### config.mk
export PLATFORM = sky130hd
export DESIGN_NAME = frame_reader
export DESIGN_NICKNAME = d
export VERILOG_FILES = /design/src/rtl/frame_reader.sv
export SDC_FILE = /design/constraint.sdc
export NUM_CORES = 1
export LEC_CHECK = 0
export CAP_MARGIN = 20
export CELL_PAD_IN_SITES_DETAIL_PLACEMENT = 1
export CELL_PAD_IN_SITES_GLOBAL_PLACEMENT = 2
export CORE_ASPECT_RATIO = 2
export CORE_MARGIN = 2
export CORE_UTILIZATION = 35
export CTS_CLUSTER_DIAMETER = 150
export CTS_CLUSTER_SIZE = 28
export DETAILED_ROUTE_END_ITERATION = 12
export GPL_TIMING_DRIVEN = 1
export PLACE_DENSITY_LB_ADDON = 0.08
export SETUP_SLACK_MARGIN = 0.5
export SYNTH_ARGS = -nofsm -noshare
export SYNTH_HDL_FRONTEND = slang
export SYNTH_SLANG_ARGS = --single-unit
### constraint.sdc
create_clock -name i_clk -period 2.5 [get_ports i_clk]
set_input_delay 0.75 -clock i_clk [delete_from_list [all_inputs] [get_ports i_clk]]
set_output_delay 0.75 -clock i_clk [all_outputs]
set_load 0.01 [all_outputs]
### src/rtl/frame_reader.sv
// Frame reader: on START, fetches one DEPTH-word frame from the frame buffer RAM and
// streams it over valid/ready, checking header/footer markers and event continuity.
module frame_reader #(
    parameter int DEPTH  = 48,
    parameter int ADDR_W = 6,
    parameter int DATA_W = 16,
    parameter int RD_LAT = 2
) (
    input  logic              i_clk,
    input  logic              i_rst_n,
    input  logic              i_start,
    input  logic              i_clr_err,
    output logic [ADDR_W-1:0] o_mem_addr,
    output logic              o_mem_rden,
    input  logic [DATA_W-1:0] i_mem_data,
    output logic [DATA_W-1:0] o_dout,
    output logic              o_dout_valid,
    input  logic              i_dout_ready,
    output logic              o_dout_last,
    output logic              o_busy,
    output logic              o_overrun,
    output logic              o_hdr_err,
    output logic              o_ftr_err,
    output logic              o_evt_err,
    output logic [15:0]       o_frame_cnt
);

    localparam int FIFO_D = RD_LAT + 2;
    localparam int CNT_W  = $clog2(FIFO_D + 1);
    localparam int PTR_W  = (FIFO_D > 1) ? $clog2(FIFO_D) : 1;
    localparam logic [CNT_W-1:0]  FIFO_FULL = CNT_W'(FIFO_D);
    localparam logic [PTR_W-1:0]  PTR_LAST  = PTR_W'(FIFO_D - 1);
    localparam logic [ADDR_W-1:0] LAST_IDX  = ADDR_W'(DEPTH - 1);

    typedef enum logic [1:0] {S_IDLE, S_READ, S_DRAIN} state_t;

    state_t            r_state;
    logic [ADDR_W-1:0] r_issue_idx;
    logic [ADDR_W-1:0] r_mem_addr;
    logic              r_mem_rden;
    logic              r_busy;
    logic              r_overrun;
    logic [15:0]       r_frame_cnt;
    logic [CNT_W-1:0]  r_out_cnt;
    logic [CNT_W-1:0]  r_fifo_cnt;
    logic [PTR_W-1:0]  r_wr_ptr;
    logic [PTR_W-1:0]  r_rd_ptr;
    logic [DATA_W-1:0] r_fifo [FIFO_D];
    logic [RD_LAT-1:0] r_rd_pipe;
    logic [ADDR_W-1:0] r_wr_idx;
    logic [ADDR_W-1:0] r_beat_idx;
    logic [3:0]        r_last_evt;
    logic              r_evt_valid;
    logic              r_hdr_err;
    logic              r_ftr_err;
    logic              r_evt_err;

    logic              w_valid;
    logic              w_accept;
    logic              w_last;
    logic              w_push;
    logic [CNT_W-1:0]  w_out_next;
    logic              w_is_hdr;
    logic              w_is_ftr;
    logic [3:0]        w_evt;
    logic [3:0]        w_mark;
    logic              w_hdr_bad;
    logic              w_evt_bad;
    logic              w_ftr_bad;

    assign w_valid    = (r_fifo_cnt != '0);
    assign w_accept   = w_valid & i_dout_ready;
    assign w_last     = w_valid && (r_beat_idx == LAST_IDX);
    assign w_push     = r_rd_pipe[RD_LAT-1];
    // Outstanding words (in flight + buffered) as they will stand after this edge.
    assign w_out_next = r_out_cnt + CNT_W'(r_mem_rden) - CNT_W'(w_accept);

    assign w_is_hdr  = w_push && (r_wr_idx == '0);
    assign w_is_ftr  = w_push && (r_wr_idx == LAST_IDX);
    assign w_evt     = i_mem_data[3:0];
    assign w_mark    = i_mem_data[DATA_W-1 -: 4];
    assign w_hdr_bad = w_is_hdr && (w_mark != 4'hF);
    assign w_evt_bad = w_is_hdr && r_evt_valid && (w_evt != r_last_evt + 4'd1);
    assign w_ftr_bad = w_is_ftr && ((w_mark != 4'hE) || (w_evt != r_last_evt));

    always_ff @(posedge i_clk or negedge i_rst_n) begin
        if (!i_rst_n) begin
            r_state     <= S_IDLE;
            r_issue_idx <= '0;
            r_mem_addr  <= '0;
            r_mem_rden  <= 1'b0;
            r_busy      <= 1'b0;
            r_overrun   <= 1'b0;
            r_frame_cnt <= '0;
            r_out_cnt   <= '0;
        end else begin
            r_overrun <= i_start && (r_state != S_IDLE);
            r_out_cnt <= w_out_next;
            case (r_state)
                S_IDLE: begin
                    r_mem_rden <= 1'b0;
                    if (i_start) begin
                        r_state     <= S_READ;
                        r_busy      <= 1'b1;
                        r_mem_rden  <= 1'b1;
                        r_mem_addr  <= '0;
                        r_issue_idx <= ADDR_W'(1);
                    end
                end
                S_READ: begin
                    if (w_out_next < FIFO_FULL) begin
                        r_mem_rden  <= 1'b1;
                        r_mem_addr  <= r_issue_idx;
                        r_issue_idx <= r_issue_idx + ADDR_W'(1);
                        if (r_issue_idx == LAST_IDX) begin
                            r_state <= S_DRAIN;
                        end
                    end else begin
                        r_mem_rden <= 1'b0;
                    end
                end
                S_DRAIN: begin
                    r_mem_rden <= 1'b0;
                    if (w_accept && w_last) begin
                        r_state     <= S_IDLE;
                        r_busy      <= 1'b0;
                        r_frame_cnt <= r_frame_cnt + 16'd1;
                    end
                end
                default: begin
                    r_state    <= S_IDLE;
                    r_mem_rden <= 1'b0;
                    r_busy     <= 1'b0;
                end
            endcase
        end
    end

    // Read-data pipeline, skid FIFO and marker checks.
    always_ff @(posedge i_clk or negedge i_rst_n) begin
        if (!i_rst_n) begin
            r_rd_pipe   <= '0;
            r_fifo_cnt  <= '0;
            r_wr_ptr    <= '0;
            r_rd_ptr    <= '0;
            r_wr_idx    <= '0;
            r_beat_idx  <= '0;
            r_last_evt  <= '0;
            r_evt_valid <= 1'b0;
            r_hdr_err   <= 1'b0;
            r_ftr_err   <= 1'b0;
            r_evt_err   <= 1'b0;
            for (int i = 0; i < FIFO_D; i++) begin
                r_fifo[i] <= '0;
            end
        end else begin
            r_rd_pipe[0] <= r_mem_rden;
            for (int i = 1; i < RD_LAT; i++) begin
                r_rd_pipe[i] <= r_rd_pipe[i-1];
            end
            if (w_push) begin
                r_fifo[r_wr_ptr] <= i_mem_data;
                r_wr_ptr <= (r_wr_ptr == PTR_LAST) ? '0 : r_wr_ptr + PTR_W'(1);
                r_wr_idx <= (r_wr_idx == LAST_IDX) ? '0 : r_wr_idx + ADDR_W'(1);
            end
            if (w_accept) begin
                r_rd_ptr   <= (r_rd_ptr == PTR_LAST) ? '0 : r_rd_ptr + PTR_W'(1);
                r_beat_idx <= w_last ? '0 : r_beat_idx + ADDR_W'(1);
            end
            r_fifo_cnt <= r_fifo_cnt + CNT_W'(w_push) - CNT_W'(w_accept);
            if (w_is_hdr) begin
                r_last_evt  <= w_evt;
                r_evt_valid <= 1'b1;
            end
            // A new error in the clearing cycle still sets the bit.
            r_hdr_err <= (r_hdr_err & ~i_clr_err) | w_hdr_bad;
            r_ftr_err <= (r_ftr_err & ~i_clr_err) | w_ftr_bad;
            r_evt_err <= (r_evt_err & ~i_clr_err) | w_evt_bad;
        end
    end

    assign o_mem_addr   = r_mem_addr;
    assign o_mem_rden   = r_mem_rden;
    assign o_dout       = r_fifo[r_rd_ptr];
    assign o_dout_valid = w_valid;
    assign o_dout_last  = w_last;
    assign o_busy       = r_busy;
    assign o_overrun    = r_overrun;
    assign o_hdr_err    = r_hdr_err;
    assign o_ftr_err    = r_ftr_err;
    assign o_evt_err    = r_evt_err;
    assign o_frame_cnt  = r_frame_cnt;

endmodule

; ---- After elaboration in Yosys (flattened, before gate mapping)
; Index checks and enable logic that the tools add are counted.
[classes]
muxes = 27
reduce_logical = 20
n_bitwise = 11
n_addsub = 11
n_lt_le_gt_ge = 4
eq_ne = 15
[op_table]
columns = operator, n
row1 = $bwmux 64, 1
row2 = $mux 16, 3
row3 = $mux 6, 6
row4 = $bmux 16 s2, 1
row5 = $demux 16 s2, 1
row6 = $pmux 6 s2, 2
row7 = $add 6x1->6 const B, 3
row8 = $eq 6x6->1 const B, 3
row9 = $add 16x1->16 const B, 1
row10 = $mux 2, 6
row11 = $logic_and 1x1->1, 10
row12 = $ne 2x2->1 const B, 4
row13 = $ne 4x4->1, 2
row14 = $ne 4x4->1 const B, 2
row15 = $add 3x1->3, 2
row16 = $eq 2x2->1 const B, 3
row17 = $ge 3x3->1 const B, 2
row18 = $logic_not 6->1, 1
row19 = $not 2->3, 2
row20 = $pmux 2 s3, 1
row21 = $reduce_and 3->1, 2
row22 = $sub 3x1->3, 2
row23 = $add 2x1->2 const B, 2
row24 = $add 4x1->4 const B, 1
row25 = 15 further kinds, 25
[word_totals]
register_bits = 129
input_bits = 21

; ---- Logic depth before layout (Yosys ltp)
[depth]
depth_word = 6
ltp_mapped = 11

; ---- Worst setup path before layout
; Ideal clock, no wire load.
[synth_timing]
kind = input to register
start = input i_dout_ready
end = register r_state[0]
required_time_ns = 2.382
arrival_ns = 2.738
slack_ns = -0.356
n_path_buf = 0
stages = 11
path_cell_list = o31ai_1 > inv_1 > ha_1 > inv_1 > ha_1 > fa_1 > xor3_2 > inv_2 > nor4b_1 > nand2_1 > a21o_1
[synth_via]
elab_chain_len = 5
elab_cells_between_ends = 7
[synth_rtl]
columns = item, line
row1 = start: declaration, 18  ; input logic i_dout_ready,
row2 = $and 1x1->1, 72  ; assign w_accept = w_valid & i_dout_ready;
row3 = $sub 3x1->3, 76  ; assign w_out_next = r_out_cnt + CNT_W'(r_mem_rden) - CNT_W'(w_accept);
row4 = net w_out_next[2], 62  ; logic [CNT_W-1:0] w_out_next;
row5 = $lt 3x3->1, 111  ; if (w_out_next < FIFO_FULL) begin
row6 = $ne 2x2->1 (no source line), n/a
row7 = $reduce_and 4->1 (no source line), n/a
row8 = end signal: assignment, 88  ; r_state <= S_IDLE;
row9 = end signal: assignment, 116  ; r_state <= S_DRAIN;
row10 = end signal: assignment, 125  ; r_state <= S_IDLE;
row11 = end: declaration, 37  ; state_t r_state;
; The timed path passes the listed nets, and every way through them passes these cells.
; A chain may end at the register's enable or synchronous reset.

; ---- Final worst setup path
[layout_timing]
start = input i_dout_ready
end = register r_issue_idx[3]
[layout_via]
elab_chain_len = 5
[layout_rtl]
columns = item, line
row1 = $and 1x1->1, 72
row2 = $sub 3x1->3, 76
row3 = net w_out_next[2], 62
row4 = $lt 3x3->1, 111
row5 = $ne 2x2->1 (no source line), n/a
row6 = $reduce_and 3->1 (no source line), n/a
row7 = end signal: assignment, 114  ; r_issue_idx <= r_issue_idx + ADDR_W'(1);
row8 = end: declaration, 38  ; logic [ADDR_W-1:0] r_issue_idx;
; The timed path passes the listed nets, and every way through them passes these cells.

==> results.cfg <==
[power_and_ir_drop]
total_power_mw = 10.70
cellLeakagePower_nw = 3.588
p_per_area_mw_per_mm2 = 1347
pwr-share-clk_pct = 22.0
swShare_pct = 33.38
pwr-share-seq_pct = 33.7
p_int_mw = 7.130
power.switching_mw = 3.572
comb_power_share_pct = 44.3
irDropWorstVdd_mv = 0.8302

[synth]
synthMostInstantiatedCell = dfrtp_1
ys_ff_latch = 129
syn_avg_cell_area_um2 = 13.20
synth.top_cell.area_share_pct = 54.96
ys.warnings.count = 0
synthTopCellsByArea = dfrtp_1 55%, mux2_2 13%, mux4_2 6.1%
synth_edf_count = 0
synth_ff_type = dfrtp_1
seq_area_frac_synth_pct = 54.96
async_reset_ff_share_pct = 100.0
netlist_top_cells_count = 129 x dfrtp_1, 66 x mux2_2, 50 x nand2_1
syn_area_mm2 = 0.005873
synth.largest_area_cell = dfrtp_1
syn_inst = 445
synth_cell_type_count = 46
synth_nets = 483

[cells_and_area]
num-nets-final = 610
final_core_util_pct = 47.87
drive_above_1_share_pct = 37.95
insertedDiodeCount = 0
fill_cells = 1703
area_delta_synth_final_pct = 35.30

[clocking]
cts_buffer_depth = 2
cts.sinks = 129
ctsHtreeMaxLevel = 4
cts_tree = yes
clk_pin_slew_ps = 60
numCtsBuffers = 17
clock-root-buffer = clkbuf_16
holdBufCountCts = 0
clk_latency_ps = 410

[grt]
grt_pass1_wl_um = 22310
met3_usage_pct = 3.908
grt_util_met2_pct = 26.84
busiest_layer = met2
grt_max_degree = 51
antenna_found_initial = 0
first_global_vias = 4363
grt_usage_pct = 16.21
overflow = 0
grt_util_met1_pct = 20.63

[worst_setup_path]
required_ps = 2800
arrival_ps = 2810
cp-start-kind = input pin
endpoint_kind = flip-flop
crit_path_max_fanout = 4
crit_type = in2reg

[timing]
setup_viol = 1
finalClockSkew_ps = 9.372
period_share_pct = 100.4
fin_tns_setup_ps = -9.586
worst_slack_ps = -9.586
relSlewSlack_pct = 64.18
timing.fmax_mhz = 398.5
min_period_ps = 2510
grt_setup_unrepaired = yes
finalMaxSlewViolations = 0
finalHoldViolCount = 0
max_slew.worst_pin.slew_ps = 535.3

[routing]
dr_total_vias = 3952
wl_per_cell_um = 16.84
drc = 0
drt_iter0_drc = 69
vias_per_cell = 4.990
final_antenna_net_count = 0
routed_wl_um = 13340
firstDrtPassIters = 4

[place]
hpwl_um = 8823
io_buffers = 66
routabilityCongestion = 0.6788

[hold_path]
hp-class = in2async

[run_status]
violations = negative setup slack
status = complete, but fails checks

[floorplanning]
start_util_pct = 35.38
die_h_um = 187.2
die_area_mm2 = 0.01789
die_w_um = 95.60
core_area_mm2 = 0.01660
io_pins = 67
rows = 67

[run]
cap_violations = 0
==> through the flow <==
stage                     cells  area, um2  setup slack [ps]  hold WS [ps]
after detailed placement    738       7048            -868.7         341.8
after floorplan             445       5916            -254.3         331.2
after CTS                   790       7871            -20.12         267.5
after global placement      738       7048            -838.8         336.0
after global routing        792       7946            -126.0         280.3
final                       792       7946            -9.586         268.8
==> area by class of cell <==
class                           instances  area (um2)  share of cell area, %
Sequential cell                       129        3233                  40.69
Timing Repair Buffer                  124        1184                  14.90
Tap cell                              207       259.0                  3.259
Clock buffer                           17       425.4                  5.353
Multi-Input combinational cell        282        2640                  33.22
Inverter                               18       70.07                 0.8818
Clock inverter                         15       135.1                  1.701
==> power groups by stage <==
| stage | Clock [mW] | Sequential, mW | Combinational [mW] |
|---|---|---|---|
| 5_1_grt | 2.52 | 3.72 | 5.24 |
| 3_3_place_gp | 0 | 3.60 | 4.07 |
| 4_1_cts | 2.43 | 3.61 | 4.67 |
| 6_report | 2.36 | 3.60 | 4.74 |
| 3_5_place_dp | 0 | 3.61 | 4.15 |
| 2_1_floorplan | 0 | 3.45 | 2.72 |
==> routing by layer <==
layer | vias up | wire [um]
met2 | 51 | 7027
met5 | - | 0
met3 | 8 | 329
met1 | 2047 | 5829
li1 | 1846 | -
met4 | 0 | 155
==> final timing paths <==
kind	start	end	slack [ps]	depth (start not counted)
setup / recovery	i_dout_ready	r_issue_idx[3]	-10	13
min in group i_clk	r_rd_pipe[0]	r_rd_pipe[1]	350	0
hold / removal	i_rst_n	o_frame_cnt[15]	270	1
max in group asynchronous	i_rst_n	r_fifo[62]	1620	2
setup reg to reg	r_fifo_cnt[2]	r_issue_idx[3]	0	12
hold reg to reg	r_rd_pipe[0]	r_rd_pipe[1]	350	0
==> worst max-delay path: stages <==
cell and delay (ps):
dlygate4sd2_1 280, o31ai_4 80, inv_2 80, ha_4 270, inv_2 30, ha_4 140
fa_2 320, xor3_2 270, inv_4 70, buf_6 120, nor3b_4 190, xnor2_1 140
nor2_1 60
==> cells in the final DEF, fill, tap and decap left out, drive strengths merged, types with 9 or more instances in the layout <==
cell type and instances:
buf 77, clkbuf 17, clkdlybuf4s50 18, dfrtp 129
dlygate4sd2 29, ha 15, inv 21, mux2 66
mux4 16, nand2 50, nand3 15, nor2 9
o21ai 15, xnor2 22, xor2 9
==> flip-flops by register name, indices dropped and copies added (netlist names), 4 cells and up <==
signal,flops
r_fifo,64
o_frame_cnt,16
o_mem_addr,6
r_beat_idx,6
r_issue_idx,6
r_wr_idx,6
r_last_evt,4
==> logic make-up (layout without fill, tap and decap cells) <==
kind of cell,after synthesis,after routing,synth area share [%]
AO/OA/AOI/OAI,34,34,3.835
XOR/XNOR,32,32,5.049
adder cells (fa/ha/maj),17,17,3.877
buffers and inverters,34,174,2.471
flip-flops,129,129,54.96
multiplexers,83,83,18.96
AND/OR/NAND/NOR,116,116,10.84
==> timing repair <==
item	CTS	global route
gates resized for setup	144	13
buffers inserted	19	2
endpoints found under the setup margin	65	37
cloned	1	0
pin swaps	22	14
endpoints found under the hold margin	0	0
(Power assumes the default switching activity.)
